**config.mk**
```make
export PLATFORM = sky130hd
export DESIGN_NAME = cpu_step_sequencer_flat
export DESIGN_NICKNAME = d
export VERILOG_FILES = /design/src/rtl/cpu_step_sequencer_if.sv /design/src/rtl/cpu_step_sequencer.sv /design/src/flat_wrapper.sv
export SDC_FILE = /design/constraint.sdc
export NUM_CORES = 1
export LEC_CHECK = 0
export BUFFER_PORTS_ARGS = -buffer_cell sky130_fd_sc_hd__buf_2
export CAP_MARGIN = 10
export CORE_MARGIN = 2
export CORE_UTILIZATION = 59
export DETAILED_ROUTE_END_ITERATION = 10
export HOLD_SLACK_MARGIN = 0.12
export PLACE_DENSITY = 0.81
export SLEW_MARGIN = 20
export SYNTH_ARGS = -nofsm -noshare
export SYNTH_HDL_FRONTEND = slang
export SYNTH_SLANG_ARGS = --single-unit
```
**constraint.sdc**
```tcl
create_clock -name clk -period 6.9 [get_ports clk]
set_input_delay 1.725 -clock clk [delete_from_list [all_inputs] [get_ports clk]]
set_output_delay 1.725 -clock clk [all_outputs]
set_load 0.1 [all_outputs]
```
**src/rtl/cpu_step_sequencer_if.sv**
```systemverilog
`default_nettype none
// ============================================================================
// Module      : cpu_step_sequencer_if
// Description : Trace drain port of the CPU step sequencer. The sequencer is
//               the master (it offers entries), the debug host is the slave
//               (it accepts them with trace_ready).
// Revision    : 1.0 - initial release
// ============================================================================
interface cpu_step_sequencer_if #(
    parameter int WORDSIZE         = 64,
    parameter int INSTRUCTION_SIZE = 32
);
    logic                        trace_valid;
    logic                        trace_ready;
    logic [WORDSIZE-1:0]         trace_pc;
    logic [INSTRUCTION_SIZE-1:0] trace_instr;

    modport master (
        output trace_valid,
        output trace_pc,
        output trace_instr,
        input  trace_ready
    );

    modport slave (
        input  trace_valid,
        input  trace_pc,
        input  trace_instr,
        output trace_ready
    );
endinterface
`default_nettype wire

```
**src/rtl/cpu_step_sequencer.sv**
```systemverilog
`default_nettype none
// ============================================================================
// Module      : cpu_step_sequencer
// Description : Generates the per-instruction strobe sequence for the
//               single-cycle CPU (settle -> cpu_clk pulse -> pc_clk pulse),
//               in single-step or free-run mode, and records (PC, instr) of
//               each executed instruction in a small trace FIFO.
// Revision    : 1.0 - initial release
// ============================================================================
module cpu_step_sequencer #(
    parameter int WORDSIZE         = 64,
    parameter int INSTRUCTION_SIZE = 32,
    parameter int SETTLE_CYCLES    = 4,
    parameter int PULSE_CYCLES     = 2,
    parameter int TRACE_DEPTH      = 4,
    parameter int CNT_W            = 16
) (
    input  logic                        clk,
    input  logic                        rst_n,
    input  logic                        run,
    input  logic                        step,
    input  logic                        halt_req,
    input  logic [WORDSIZE-1:0]         cpu_pc_addr,
    input  logic [INSTRUCTION_SIZE-1:0] cpu_instr,
    output logic                        cpu_clk,
    output logic                        pc_clk,
    output logic                        busy,
    output logic [CNT_W-1:0]            retired_count,
    output logic                        trace_overflow,
    cpu_step_sequencer_if.master        trace
);

    // ------------------------------------------------------------------
    // Constants
    // ------------------------------------------------------------------
    localparam int PH_MAX = (SETTLE_CYCLES > PULSE_CYCLES) ? SETTLE_CYCLES : PULSE_CYCLES;
    localparam int PH_W   = ($clog2(PH_MAX) > 0) ? $clog2(PH_MAX) : 1;
    localparam int AW     = $clog2(TRACE_DEPTH);
    localparam int EW     = WORDSIZE + INSTRUCTION_SIZE;

    localparam logic [PH_W-1:0] SETTLE_LAST = PH_W'(SETTLE_CYCLES - 1);
    localparam logic [PH_W-1:0] PULSE_LAST  = PH_W'(PULSE_CYCLES - 1);

    typedef enum logic [2:0] {
        ST_IDLE   = 3'd0,
        ST_SETTLE = 3'd1,
        ST_CPU_HI = 3'd2,
        ST_CPU_LO = 3'd3,
        ST_PC_HI  = 3'd4,
        ST_PC_LO  = 3'd5
    } state_t;

    // ------------------------------------------------------------------
    // Sequencer state
    // ------------------------------------------------------------------
    state_t            state_q;
    logic [PH_W-1:0]   phase_q;
    logic              cpu_clk_q;
    logic              pc_clk_q;
    logic              busy_q;
    logic [CNT_W-1:0]  retired_q;

    logic w_start;
    logic w_phase_done;
    logic w_push;

    // A start needs a request and no pending halt; run+step is one start.
    assign w_start      = (step || run) && !halt_req;
    assign w_phase_done = (state_q == ST_SETTLE) ? (phase_q == SETTLE_LAST)
                                                 : (phase_q == PULSE_LAST);
    // Capture the PC/instruction on the final settle cycle, before writeback.
    assign w_push       = (state_q == ST_SETTLE) && (phase_q == SETTLE_LAST);

    // Sequencer FSM with registered strobes, busy and retired counter.
    always_ff @(posedge clk or negedge rst_n) begin
        if (!rst_n) begin
            state_q   <= ST_IDLE;
            phase_q   <= '0;
            cpu_clk_q <= 1'b0;
            pc_clk_q  <= 1'b0;
            busy_q    <= 1'b0;
            retired_q <= '0;
        end else begin
            if (state_q == ST_IDLE) begin
                if (w_start) begin
                    state_q <= ST_SETTLE;
                    phase_q <= '0;
                    busy_q  <= 1'b1;
                end
            end else if (!w_phase_done) begin
                phase_q <= phase_q + PH_W'(1);
            end else begin
                phase_q <= '0;
                case (state_q)
                    ST_SETTLE: begin
                        state_q   <= ST_CPU_HI;
                        cpu_clk_q <= 1'b1;
                    end
                    ST_CPU_HI: begin
                        state_q   <= ST_CPU_LO;
                        cpu_clk_q <= 1'b0;
                    end
                    ST_CPU_LO: begin
                        state_q   <= ST_PC_HI;
                        pc_clk_q  <= 1'b1;
                        retired_q <= retired_q + CNT_W'(1);
                    end
                    ST_PC_HI: begin
                        state_q  <= ST_PC_LO;
                        pc_clk_q <= 1'b0;
                    end
                    ST_PC_LO: begin
                        // Instruction boundary: the only place run/halt matter.
                        if (run && !halt_req) begin
                            state_q <= ST_SETTLE;
                        end else begin
                            state_q <= ST_IDLE;
                            busy_q  <= 1'b0;
                        end
                    end
                    default: begin
                        state_q   <= ST_IDLE;
                        busy_q    <= 1'b0;
                        cpu_clk_q <= 1'b0;
                        pc_clk_q  <= 1'b0;
                    end
                endcase
            end
        end
    end

    assign cpu_clk       = cpu_clk_q;
    assign pc_clk        = pc_clk_q;
    assign busy          = busy_q;
    assign retired_count = retired_q;

    // ------------------------------------------------------------------
    // Trace FIFO (extra pointer bit distinguishes full from empty)
    // ------------------------------------------------------------------
    logic [EW-1:0]  mem_q [TRACE_DEPTH];
    logic [AW:0]    wr_q;
    logic [AW:0]    rd_q;
    logic [AW:0]    wr_d;
    logic [AW:0]    rd_d;
    logic [EW-1:0]  head_q;
    logic [EW-1:0]  head_d;
    logic           ovf_q;

    logic           w_empty;
    logic           w_full;
    logic           w_pop;
    logic           w_push_ok;
    logic           w_drop;
    logic [EW-1:0]  w_entry;

    assign w_entry   = {cpu_pc_addr, cpu_instr};
    assign w_empty   = (wr_q == rd_q);
    assign w_full    = (wr_q[AW] != rd_q[AW]) && (wr_q[AW-1:0] == rd_q[AW-1:0]);
    assign w_pop     = !w_empty && trace.trace_ready;
    // A pop in the same cycle frees the slot the push needs.
    assign w_push_ok = w_push && (!w_full || w_pop);
    assign w_drop    = w_push && w_full && !w_pop;

    // Next pointers and next head entry; the head holds when the FIFO drains.
    always_comb begin
        rd_d   = w_pop     ? rd_q + (AW+1)'(1) : rd_q;
        wr_d   = w_push_ok ? wr_q + (AW+1)'(1) : wr_q;
        head_d = head_q;
        if (rd_d != wr_d) begin
            if (w_push_ok && (rd_d[AW-1:0] == wr_q[AW-1:0])) begin
                head_d = w_entry;
            end else begin
                head_d = mem_q[rd_d[AW-1:0]];
            end
        end
    end

    // Storage array; written only while the sequencer is in SETTLE.
    always_ff @(posedge clk) begin
        if (w_push_ok) begin
            mem_q[wr_q[AW-1:0]] <= w_entry;
        end
    end

    // Pointers, registered head entry and sticky overflow flag.
    always_ff @(posedge clk or negedge rst_n) begin
        if (!rst_n) begin
            wr_q   <= '0;
            rd_q   <= '0;
            head_q <= '0;
            ovf_q  <= 1'b0;
        end else begin
            wr_q   <= wr_d;
            rd_q   <= rd_d;
            head_q <= head_d;
            if (w_drop) begin
                ovf_q <= 1'b1;
            end
        end
    end

    assign trace.trace_valid = !w_empty;
    assign trace.trace_pc    = head_q[EW-1:INSTRUCTION_SIZE];
    assign trace.trace_instr = head_q[INSTRUCTION_SIZE-1:0];
    assign trace_overflow    = ovf_q;

endmodule
`default_nettype wire
```
**src/flat_wrapper.sv**
```systemverilog
// flat-port wrapper written by rule: the top's interface ports become plain ports
module cpu_step_sequencer_flat 
#(
    parameter int WORDSIZE         = 64,
    parameter int INSTRUCTION_SIZE = 32,
    parameter int SETTLE_CYCLES    = 4,
    parameter int PULSE_CYCLES     = 2,
    parameter int TRACE_DEPTH      = 4,
    parameter int CNT_W            = 16
)
  (clk, rst_n, run, step, halt_req, cpu_pc_addr, cpu_instr, cpu_clk, pc_clk, busy, retired_count, trace_overflow, trace_trace_valid, trace_trace_pc, trace_trace_instr, trace_trace_ready);
  cpu_step_sequencer_if #(.WORDSIZE(WORDSIZE), .INSTRUCTION_SIZE(INSTRUCTION_SIZE)) trace_i ();
  input  logic clk;
  input  logic rst_n;
  input  logic run;
  input  logic step;
  input  logic halt_req;
  input  logic [WORDSIZE-1:0] cpu_pc_addr;
  input  logic [INSTRUCTION_SIZE-1:0] cpu_instr;
  output logic cpu_clk;
  output logic pc_clk;
  output logic busy;
  output logic [CNT_W-1:0] retired_count;
  output logic trace_overflow;
  output wire logic [$bits(trace_i.trace_valid)-1:0] trace_trace_valid;
  output wire logic [$bits(trace_i.trace_pc)-1:0] trace_trace_pc;
  output wire logic [$bits(trace_i.trace_instr)-1:0] trace_trace_instr;
  input wire logic [$bits(trace_i.trace_ready)-1:0] trace_trace_ready;
  assign trace_trace_valid = trace_i.trace_valid;
  assign trace_trace_pc = trace_i.trace_pc;
  assign trace_trace_instr = trace_i.trace_instr;
  assign trace_i.trace_ready = trace_trace_ready;
  cpu_step_sequencer #(.WORDSIZE(WORDSIZE), .INSTRUCTION_SIZE(INSTRUCTION_SIZE), .SETTLE_CYCLES(SETTLE_CYCLES), .PULSE_CYCLES(PULSE_CYCLES), .TRACE_DEPTH(TRACE_DEPTH), .CNT_W(CNT_W)) u_core (.clk(clk), .rst_n(rst_n), .run(run), .step(step), .halt_req(halt_req), .cpu_pc_addr(cpu_pc_addr), .cpu_instr(cpu_instr), .cpu_clk(cpu_clk), .pc_clk(pc_clk), .busy(busy), .retired_count(retired_count), .trace_overflow(trace_overflow), .trace(trace_i));
endmodule
```
==> results.sh <==
export IMPL_ios=219
export IMPL_synth_top_flop_cell="edfxtp_1"
export IMPL_fin_cells=2500
export IMPL_clk_insertion_delay_late_ns=0.58
export IMPL_vias=15700
export IMPL_hold_end="u_core.trace_overflow"
export IMPL_critPathKind="register to output port"
export IMPL_maxSlewHeadroom_pct=27.6
export IMPL_timing_final_crit_share_pct=64.9
export IMPL_syn_instance_count=1767
export IMPL_drv_slew=0
export IMPL_worstPathMaxFanout=51
export IMPL_htree_levels=2
export IMPL_grt_first_pass_wirelength_mm=87.1
export IMPL_gp_congestion=0.812
export IMPL_async_flop_share_pct=24.9
export IMPL_tns_ns=0
export IMPL_yosys_area_top_type="edfxtp_1"
export IMPL_initial_utilization_pct=59.6
export IMPL_cts_buffers_inserted=52
export IMPL_rrSetupSlack_ns=2.53
export IMPL_first_pass_iters=7
export IMPL_die_area_um2=40400
export IMPL_place_hpwl_mm=30.4
export IMPL_numPlacedInstances=2390
export IMPL_cts_tree="yes"
export IMPL_fin_skew_ns=0.0151
export IMPL_setup_viol=0
export IMPL_yosysUniqueCellTypes=49
export IMPL_postRouteAntennaNets=0
export IMPL_max_freq_mhz=223
export IMPL_max_cap_viol_count=0
export IMPL_hold_violations=0
export IMPL_cts_root_buf="clkbuf_16"
export IMPL_grt_remaining_overflow=0
export IMPL_port_buffers=218
export IMPL_drt_iter0_drc=1225
export IMPL_avgViaCountPerCell=6.28
export IMPL_clk_transition_reported_paths_ns=0.06
export IMPL_reg2reg_to="u_core.head_q[19]"
export IMPL_crit_path_end_kind="output port"
export IMPL_final_area_um2=26200
export IMPL_first_global_vias=16100
export IMPL_cts_setup_buffers=0
export IMPL_finalWorstSetupSlack_ns=2.42
export IMPL_dieWidth_um=201
export IMPL_antenna_found_initial=16
export IMPL_rsz0062_at_grt="false"
export IMPL_grtUsageTotal_pct=27.4
export IMPL_placed_area_um2=24400
export IMPL_min_path_type="register to register"
export IMPL_syn_avg_cell_area_um2=13.0
export IMPL_cp_arrival_ns=2.75
export IMPL_routed_wirelength_mm=55.9
export IMPL_synth_most_common_cell="edfxtp_1"
export IMPL_cts_buffer_depth=3
export IMPL_area_growth_pct=14.2
export IMPL_final_nets=2038
export IMPL_outcome="finished clean"
export IMPL_ctsHoldBuffers=0
export IMPL_synth_seq_cells=511
export IMPL_grt_max_degree=195
export IMPL_drc=0
export IMPL_worstMarginPinSlew_ns=1.09
export IMPL_reg2reg_depth=8
export IMPL_hold_path_depth=1
export IMPL_rows=72
export IMPL_synth_seq_area_share_pct=64.2
export IMPL_die_h_um=201
export IMPL_cts_sinks=511
export IMPL_synth_top_cell_area_share_pct=50.3
export IMPL_synthTopCellsByArea="edfxtp_1 (50%), dfrtp_1 (14%), mux2i_1 (8.4%)"
export IMPL_syn_area_um2=22900
export IMPL_cp_start_kind="register"
export IMPL_core_area_um2=38500
export IMPL_pre_cts_slack_ns=2.20
export IMPL_synth_common_cells="edfxtp_1 (384), nor2_1 (208), mux2i_1 (193), dfrtp_1 (127), nand2_1 (120)"
export IMPL_cts_repair_resize_count=0
export IMPL_worstHoldStart="u_core.trace_overflow"
export IMPL_synth_edff_count=384
export IMPL_reg2reg_from="u_core.rd_q[0]"
export IMPL_yosys_warnings=0
export IMPL_wire_per_inst_um=22.3
export IMPL_critPathRequiredTime_ns=5.18
export IMPL_drive_gt1_share_pct=19.8
export IMPL_min_period_ns=4.48
export IMPL_syn_nets=1878
sequential cells by signal, indices dropped and copies added, names as in the netlist:
| register | count |
|---|---|
| u_core.busy | 1 |
| u_core.cpu_clk | 1 |
| u_core.head_q | 96 |
| u_core.mem_q | 384 |
| u_core.pc_clk | 1 |
| u_core.phase_q | 2 |
| u_core.rd_q | 3 |
| u_core.retired_count | 16 |
| u_core.state_q | 3 |
| u_core.trace_overflow | 1 |
| u_core.wr_q | 3 |
cell usage in the layout, fill, tap and decap left out, types with 5 or more instances in the layout:
| master | count |
|---|---|
| a21oi_1 | 104 |
| buf_12 | 5 |
| buf_2 | 217 |
| buf_4 | 18 |
| bufinv_16 | 6 |
| clkbuf_1 | 17 |
| clkbuf_16 | 53 |
| clkbuf_8 | 5 |
| clkinv_2 | 7 |
| dfrtp_1 | 125 |
| diode_2 | 14 |
| edfxtp_1 | 384 |
| ha_1 | 8 |
| inv_1 | 10 |
| mux2_1 | 40 |
| mux2_2 | 57 |
| mux2i_1 | 193 |
| nand2_1 | 120 |
| nand3_1 | 103 |
| nor2_1 | 207 |
| o21ai_0 | 9 |
| o221ai_1 | 94 |
| o22ai_1 | 5 |
| o31ai_1 | 95 |
| xnor2_1 | 17 |
| xor2_1 | 9 |
kinds of logic after synthesis:
kind of cell / after synthesis / share of synthesized area [%]
flip-flops: 511 / 64.2
AND/OR/NAND/NOR: 459 / 8.47
AO/OA/AOI/OAI: 326 / 9.99
multiplexers: 290 / 13.2
buffers and inverters: 145 / 2.59
XOR/XNOR: 27 / 1.06
adder cells (fa/ha/maj): 9 / 0.491
metrics by stage:
stage / hold WS [ns] / utilization (%)
6_report: 0.464 / 68.1
5_1_grt: 0.483 / 68.0
4_1_cts: 0.467 / 67.9
3_5_place_dp: 0.454 / 63.4
3_3_place_gp: 0.453 / 63.4
2_1_floorplan: 0.473 / -
area by class of cell:
| cell class | count | area (µm²) |
|---|---|---|
| sequential | 511 | 14700 |
| fill | 2683 | 12300 |
| multi-input combinational | 1111 | 7690 |
| clock buffer | 75 | 1460 |
| timing repair buffer | 241 | 1330 |
| tap | 518 | 648 |
| clock inverter | 20 | 262 |
| inverter | 10 | 37.5 |
| antenna | 14 | 35.0 |
worst max-delay path: stages (launching register included):
cell and delay (ns):
dfrtp_4 1.02, xnor2_1 0.35, nand3_1 0.27, buf_2 0.51
per-layer routing:
layer  GRT usage [%]  wire, µm
met5               0        38
met4            11.8      1590
met3            5.24      4340
met2            45.8     27700
met1            35.2     22200
worst max path at each step:
stage | startpoint | end
6_report | u_core.rd_q[0] | trace_trace_valid
3_5_place_dp | trace_trace_ready | u_core.head_q[7]
2_1_floorplan | trace_trace_ready | u_core.mem_q[3][0]
3_3_place_gp | trace_trace_ready | u_core.head_q[39]
5_1_grt | u_core.rd_q[0] | trace_trace_valid
4_1_cts | u_core.rd_q[0] | trace_trace_valid
Power is left out: the tool's default activity adds up to more than one toggle a clock period on the data nets, which glitch-free logic cannot reach.
